$ cat src/rtl/qsys_master.sv
// Avalon-MM read traffic generator: issues NUM_REQ header-tagged reads under an outstanding limit
// and checks the header of every returned beat.
module qsys_master #(
  parameter int unsigned              WIDTH           = 32,
  parameter logic [7:0]               ID              = 8'd0,
  parameter logic [7:0]               DST             = 8'd1,
  parameter int unsigned              ADDR_WIDTH      = 32,
  parameter logic [ADDR_WIDTH-1:0]    BASE_ADDR       = '0,
  parameter int unsigned              NUM_REQ         = 1000,
  parameter int unsigned              MAX_OUTSTANDING = 4
) (
  input  logic                  clk,
  input  logic                  rst,
  input  logic                  start,
  output logic                  done,
  output logic [ADDR_WIDTH-1:0] address,
  output logic                  read,
  output logic                  write,
  output logic [WIDTH-1:0]      writedata,
  input  logic                  waitrequest,
  input  logic [WIDTH-1:0]      readdata,
  input  logic                  readdatavalid,
  output logic [31:0]           rsp_count,
  output logic [15:0]           err_count
);

  localparam int unsigned SeqW   = WIDTH - 16;
  localparam logic [31:0] NumReq = 32'(NUM_REQ);
  localparam logic [7:0]  MaxOut = 8'(MAX_OUTSTANDING);

  typedef enum logic [1:0] {StIdle, StIssue, StDrain, StDone} state_e;

  state_e            state_q, state_d;
  logic [31:0]       req_count_q, req_count_d;
  logic [SeqW-1:0]   seq_q, seq_d;
  logic [7:0]        outstanding_q, outstanding_d;
  logic [31:0]       rsp_count_q, rsp_count_d;
  logic [15:0]       err_count_q, err_count_d;

  logic accept;
  logic in_run;
  logic rsp_expected;
  logic rsp_unexpected;
  logic hdr_ok;
  logic err_inc;

  // Response payload is not checked, only the header bytes.
  logic unused_rsp_data;
  assign unused_rsp_data = ^readdata[SeqW-1:0];

  always_comb begin
    read      = (state_q == StIssue) && (outstanding_q < MaxOut) && (req_count_q < NumReq);
    write     = 1'b0;
    address   = BASE_ADDR;
    writedata = (state_q == StIssue) ? {ID, DST, seq_q} : '0;
    done      = (state_q == StDone);
    rsp_count = rsp_count_q;
    err_count = err_count_q;
  end

  always_comb begin
    accept         = read && !waitrequest;
    in_run         = (state_q == StIssue) || (state_q == StDrain);
    rsp_expected   = readdatavalid && in_run && (outstanding_q != 8'd0);
    rsp_unexpected = readdatavalid && !rsp_expected;
    hdr_ok         = (readdata[WIDTH-1 -: 8] == DST) && (readdata[WIDTH-9 -: 8] == ID);
    err_inc        = rsp_unexpected || (rsp_expected && !hdr_ok);
  end

  always_comb begin
    req_count_d   = req_count_q;
    seq_d         = seq_q;
    outstanding_d = outstanding_q;
    rsp_count_d   = rsp_count_q;
    err_count_d   = err_count_q;
    state_d       = state_q;

    if (accept) begin
      req_count_d = req_count_q + 32'd1;
      seq_d       = seq_q + SeqW'(1);
    end

    // Simultaneous accept and response leaves the count unchanged.
    unique case ({accept, rsp_expected})
      2'b10:   outstanding_d = outstanding_q + 8'd1;
      2'b01:   outstanding_d = outstanding_q - 8'd1;
      default: outstanding_d = outstanding_q;
    endcase

    if (rsp_expected) begin
      rsp_count_d = rsp_count_q + 32'd1;
    end
    if (err_inc && (err_count_q != 16'hFFFF)) begin
      err_count_d = err_count_q + 16'd1;
    end

    unique case (state_q)
      StIdle:  if (start) state_d = StIssue;
      StIssue: if (req_count_d == NumReq) state_d = StDrain;
      StDrain: if (outstanding_d == 8'd0) state_d = StDone;
      StDone:  state_d = StDone;
      default: state_d = StIdle;
    endcase
  end

  always_ff @(posedge clk or posedge rst) begin
    if (rst) begin
      state_q       <= StIdle;
      req_count_q   <= '0;
      seq_q         <= '0;
      outstanding_q <= '0;
      rsp_count_q   <= '0;
      err_count_q   <= '0;
    end else begin
      state_q       <= state_d;
      req_count_q   <= req_count_d;
      seq_q         <= seq_d;
      outstanding_q <= outstanding_d;
      rsp_count_q   <= rsp_count_d;
      err_count_q   <= err_count_d;
    end
  end

endmodule
$ cat config.mk
export PLATFORM = sky130hd
export DESIGN_NAME = qsys_master
export DESIGN_NICKNAME = d
export VERILOG_FILES = /design/src/rtl/qsys_master.sv
export SDC_FILE = /design/constraint.sdc
export NUM_CORES = 1
export LEC_CHECK = 0
export CAP_MARGIN = 20
export CORE_MARGIN = 1
export CORE_UTILIZATION = 48
export DETAILED_ROUTE_END_ITERATION = 16
export PLACE_DENSITY = 0.8
export SLEW_MARGIN = 5
export SYNTH_ARGS = -nofsm -noshare
export SYNTH_HDL_FRONTEND = slang
export SYNTH_SLANG_ARGS = --single-unit
$ cat constraint.sdc
create_clock -name clk -period 5.9 [get_ports clk]
set_input_delay 1.18 -clock clk [delete_from_list [all_inputs] [get_ports clk]]
set_output_delay 1.18 -clock clk [all_outputs]
set_load 0.005 [all_outputs]
# Word-level counts from Yosys, hierarchy flattened

Index checks and enable logic that the tools add are counted.

$add $sub $neg: 6
Order comparisons: 2
Equal/unequal tests: 11
Muxes and demuxes: 7
Reductions and logical operators: 19

Operators with widths:

| operator                                                                       | count |
|---|---|
| 32-bit by 1-bit adder with 32-bit output, second input constant                | 2 |
| 16-bit by 1-bit adder with 16-bit output, second input constant                | 2 |
| 32-bit by 10-bit == test with 1-bit output, second input constant              | 1 |
| 32-bit by 10-bit less-than comparator with 1-bit output, second input constant | 1 |
| 32-bit two-way mux                                                             | 1 |
| 17-bit two-way mux                                                             | 1 |
| 8-bit logical NOT                                                              | 2 |
| 16-bit inequality test, second input constant                                  | 1 |
| 8-bit case mux with 2 select lines                                             | 1 |
| 1-bit logical AND                                                              | 9 |
| 8-bit by 1-bit adder with 8-bit output, second input constant                  | 1 |
| 8-bit by 1-bit == test with 1-bit output, second input constant                | 1 |
| 8-bit by 3-bit less-than comparator with 1-bit output, second input constant   | 1 |
| 2-bit case mux with 4 select lines                                             | 1 |
| 8-bit nonzero test                                                             | 1 |
| 8-bit by 1-bit subtractor with 8-bit output, second input constant             | 1 |
| 2-bit == test, second input constant                                           | 3 |
| 2-bit two-way mux                                                              | 3 |
| 2-bit by 1-bit == test with 1-bit output, second input constant                | 2 |
| 2-bit by 1-bit inequality test with 1-bit output, second input constant        | 2 |
| 1-bit logical NOT                                                              | 3 |
| 3-bit AND reduction                                                            | 1 |
| 2-bit logical NOT                                                              | 1 |
| 1-bit logical OR                                                               | 2 |
| 2-bit inequality test, second input constant                                   | 1 |

Register bits after elaboration: 106
Input port bits: 37
Output and inout bits: 115
Word-level logic and storage cells: 51

# Longest topological paths before layout

Depth in word-level cells: 9
Mapped depth: 16
Mapped depth without buffers: 15

# Worst setup path after synthesis

No wires, ideal clock.

Path type: input to register
Start point: input port waitrequest
End point: register state_q[1]
Setup time: 0.127 ns
Arrival time: 4.375 ns
Required time: 5.773 ns
Setup slack: 1.398 ns
Cell stages on the path: 13
Path buffers: 1
Cells stage by stage: nor4_2 > buf_2 > inv_1 > ha_1 > ha_1 > a21o_1 > a211oi_2 > o31ai_1 > or3_1 > or4_1 > nand3b_1 > a221o_1 > mux2i_1

Word-level cells in the longest chain between the ends: 7
Elaborated cells between the ends (all ways): 11
Classes of those cells: eq/ne: 5; mux: 2; reduce/logical: 4

RTL lines:

| item                                                                      | line | RTL |
|---|---|---|
| from (decl)                                                               | 20   | `input logic waitrequest,` |
| 1-bit logical NOT *                                                       | 62   | `accept = read && !waitrequest;` |
| 1-bit logical AND *                                                       | 62   |  |
| 2-bit by 1-bit == test with 1-bit output or 2-bit == test (tied branches) | 84   | `unique case ({accept, rsp_expected})` |
| 8-bit case mux with 2 select lines *                                      | 84   |  |
| net outstanding_d[3]                                                      | 36   | `logic [7:0] outstanding_q, outstanding_d;` |
| 8-bit logical NOT *                                                       | 100  | `StDrain: if (outstanding_d == 8'd0) state_d = StDone;` |
| 2-bit by 1-bit inequality test with 1-bit output (no source line) *       | -    |  |
| 3-bit AND reduction (no source line) *                                    | -    |  |
| to (signal assigned)                                                      | 108  | `state_q <= StIdle;` |
| to (signal assigned)                                                      | 115  | `state_q <= state_d;` |
| to (decl)                                                                 | 33   | `state_e state_q, state_d;` |

Mark *: on every way through the listed nets, which the timed path passes. The rest lies on a longest branch.
A chain may end at the register's enable or synchronous reset.

# Worst setup path after layout

Start point: input port readdatavalid
End point: register state_q[0]

Word-level cells in the longest chain between the ends: 7
Elaborated cells between the ends (all ways): 8
Classes of those cells: eq/ne: 3; mux: 1; reduce/logical: 4

RTL lines:

| item                                                                      | line | RTL |
|---|---|---|
| from (decl)                                                               | 22   | `input logic readdatavalid,` |
| 1-bit logical AND * (2 in a row)                                          | 64   | `rsp_expected = readdatavalid && in_run && (outstanding_q != 8'd0);` |
| net rsp_expected                                                          | 42   | `logic rsp_expected;` |
| 2-bit by 1-bit == test with 1-bit output or 2-bit == test (tied branches) | 84   |  |
| 8-bit case mux with 2 select lines *                                      | 84   |  |
| net outstanding_d[3]                                                      | 36   |  |
| 8-bit logical NOT *                                                       | 100  |  |
| 2-bit by 1-bit inequality test with 1-bit output (no source line) *       | -    |  |
| 3-bit AND reduction (no source line) *                                    | -    |  |

Marks and branches as above.

==> impl_metrics.py <==
metrics = {
    "global_routing": {
        "track_usage_pct": 17.5,
        "grtUsageMet1_pct": 23.7,
        "grt_max_degree": 55,
        "grt_pass1_wl_microns": 16200,
        "globalRouteMet3Util_pct": 2.42,
        "busiest_layer": "met2",
        "grt_overflow": 0,
        "antenna_found_initial": 0,
        "grt_pass1_vias": 3527,
        "grt_use_met2_pct": 28.5,
    },
    "sta": {
        "finalSetupViolations": 0,
        "fin_crit_ns": 4.89,
        "max_freq_mhz": 205,
        "slew_headroom_pct": 55.8,
        "rsz0062_at_grt": "no",
        "tightest_slew_ns": 0.664,
        "finalHoldViolations": 0,
        "final_max_slew_viol_count": 0,
        "finalCritPeriodShare_pct": 82.8,
        "tns_ns": 0,
        "skew_ns": 0.0174,
    },
    "setup_path": {
        "crit_type": "input pin to flop",
        "required_ns": 6.14,
        "worst-r2r-setup-slack_ns": 1.37,
        "start_kind": "input pin",
        "crit_path_end_kind": "flop",
        "arrival_ns": 5.13,
        "crit_fanout": 8,
        "r2r_end": "state_q[0]$_DFFE_PP0P_",
        "r2r_cells": 15,
        "r2r_start": "state_q[1]$_DFFE_PP0P_",
    },
    "detailed_routing": {
        "vias": 3578,
        "drtIter0Drc": 133,
        "wl_per_cell_microns": 13.3,
        "routed_wl_microns": 9620,
        "final_antenna_net_count": 0,
        "drcViolationCount": 0,
        "firstDrtPassIters": 4,
        "viasPerCell": 4.94,
    },
    "synth": {
        "synth_area_sq_um": 5350,
        "synth_cells": 511,
        "ys_seq_area_share_pct": 49.5,
        "synthArstFlopShare_pct": 100,
        "synth_seq_cells": 106,
        "yosys_warnings": 0,
        "synth_edf_count": 0,
        "yosysUniqueCellTypes": 48,
        "syn_avg_cell_area_sq_um": 10.5,
        "ys.flop_type": "dfrtp_1",
    },
    "worst_hold_path": {
        "holdPathStages": 0,
        "hp-start": "req_count_q[11]$_DFF_PP0_",
        "min_delay_worst_endpoint": "req_count_q[11]$_DFF_PP0_",
        "holdCritPathClass": "flop to flop",
    },
    "final_layout": {
        "utilization_pct": 58.1,
        "drive_gt1_share_pct": 4.97,
        "nets": 635,
        "areaGrowthSynthToFinish_pct": 17.6,
        "num_antenna_cells": 0,
    },
    "die": {
        "die_w_microns": 108,
        "placeableCoreArea_sq_um": 10800,
        "dieArea_sq_um": 11600,
        "die_h_microns": 108,
        "core.rowCount": 38,
        "ios": 152,
        "start_util_pct": 49.4,
    },
    "clock_tree": {
        "cts_hold_repair.buffers": 0,
        "cts_resized": 0,
        "cts.sinks": 106,
        "cts_tree": "built",
        "cts_buffers": 9,
        "postCtsSetupRepairBufs": 0,
        "clk_pin_slew_worst_paths_ns": 0.10,
        "clockBufferDepth": 2,
        "clockRootBuffer": "clkbuf_8",
        "h-tree-depth": 3,
        "worstSkewPairLatency_ns": 0.36,
    },
    "pwr": {
        "irDropWorstVdd_mv": 0.134,
        "p_per_area_nw_per_um2": 217,
        "leakagePower_nw": 2.88,
    },
    "job": {
        "maxCapViolCount": 0,
    },
    "placed_design": {
        "gp_congestion": 0.792,
        "io_buffers": 87,
        "place_hpwl_microns": 7230,
    },
    "status": {
        "status": "finished, final reports clean",
    },
}
## through the flow
stage	setup slack (ns)	cells	hold slack, ns	power [mW]	area, sq um
6_report	1.01	724	0.382	1.36	6290
5_1_grt	0.861	724	0.397	1.43	6290
4_1_cts	1.02	724	0.388	1.38	6290
3_5_place_dp	0.625	709	0.366	0.966	6120
3_3_place_gp	0.748	709	0.365	0.957	6120
2_1_floorplan	1.40	558	0.429	0.902	5530
## worst max-delay path by stage
stage,start,end,slack (ns),cells past startpoint
2_1_floorplan,waitrequest,state_q[1]$_DFFE_PP0P_,1.40,13
3_3_place_gp,readdatavalid,state_q[1]$_DFFE_PP0P_,0.75,13
3_5_place_dp,readdatavalid,state_q[0]$_DFFE_PP0P_,0.63,13
4_1_cts,readdatavalid,state_q[1]$_DFFE_PP0P_,1.02,13
5_1_grt,readdatavalid,state_q[1]$_DFFE_PP0P_,0.86,13
6_report,readdatavalid,state_q[0]$_DFFE_PP0P_,1.01,13
## registers in the layout, summed over array words and instances (netlist names)
register,flops
req_count_q,32
seq_q,16
rsp_count,32
outstanding_q,8
err_count,16
state_q,2
## synth_stat cells, types with 3 or more instances
library cell / n / area [sq um]
nor4b_1: 3 / 26.3
nor3_1: 6 / 30.0
o31ai_1: 4 / 30.0
inv_1: 13 / 48.8
nor2_1: 30 / 113
buf_4: 48 / 360
a211oi_1: 3 / 22.5
dfrtp_1: 106 / 2650
nand4_1: 16 / 100
and3_1: 10 / 62.6
xor2_1: 22 / 193
and2_1: 21 / 131
or3_1: 3 / 18.8
o21ai_0: 7 / 35.0
buf_2: 4 / 20.0
a21oi_1: 3 / 15.0
mux2_2: 5 / 56.3
nand3_1: 25 / 125
xnor2_1: 51 / 447
nor4_1: 8 / 50.1
mux2i_1: 4 / 40.0
ha_1: 17 / 213
nand2_1: 42 / 158
and4_1: 5 / 43.8
clkbuf_1: 26 / 97.6
## cell type report
type | instances | area (sq um)
Fill cell | 916 | 4550
Clock inverter | 5 | 40.0
Multi-Input combinational cell | 361 | 2350
Tap cell | 140 | 175
Sequential cell | 106 | 2650
Inverter | 13 | 51.3
Clock buffer | 10 | 138
Timing Repair Buffer | 89 | 886
## kinds of logic (layout without fill, tap and decap cells)
| kind of cell | after synthesis | in the layout | share of synthesized area [%] |
|---|---|---|---|
| mux | 9 | 9 | 1.80 |
| buf+inv | 91 | 117 | 9.84 |
| compound gates | 31 | 31 | 4.25 |
| flops | 106 | 106 | 49.5 |
| other cells | 1 | 48 | 0.0700 |
| xor+xnor | 73 | 73 | 11.9 |
| fa+ha+maj | 18 | 18 | 4.35 |
| simple gates | 182 | 182 | 18.2 |
## where the power goes
group | total, mW | internal (mW) | switching, mW
registers | 0.791 | 0.755 | 0.0361
logic | 0.159 | 0.0868 | 0.0725
clock network | 0.413 | 0.166 | 0.247
## layer usage
| layer | vias to the layer above | wire length [microns] |
|---|---|---|
| met3 | 18 | 303 |
| li1 | 1750 | - |
| met4 | 0 | 181 |
| met2 | 91 | 4700 |
| met5 | - | 0 |
| met1 | 1719 | 4440 |
## worst max-delay path: stages
cell and delay, ns:
clkdlybuf4s50_1 0.46, inv_1 0.06, a311oi_2 0.54, ha_1 0.51, ha_1 0.32, a21o_1 0.22
a211oi_2 0.22, o31ai_1 0.11, or3_1 0.33, or4_1 0.49, nand3b_1 0.19, a221o_1 0.35
mux2i_1 0.13
## cell usage in the layout (no fill, tap or decap), drive strengths merged, types with 3 or more instances in the layout
cell type,instances
xnor2,51
mux2i,4
a211oi,4
a21oi,3
dfrtp,106
conb,48
nor2,30
and4,5
and3,10
o21ai,7
nand2,42
ha,17
nor3,7
inv,14
nand4,16
xor2,22
nor4,10
clkdlybuf4s50,87
o31ai,4
clkbuf,10
and2,21
mux2,5
nand3,25
or3,3
nor4b,3
No activity file was read; power rests on OpenSTA's default activity.
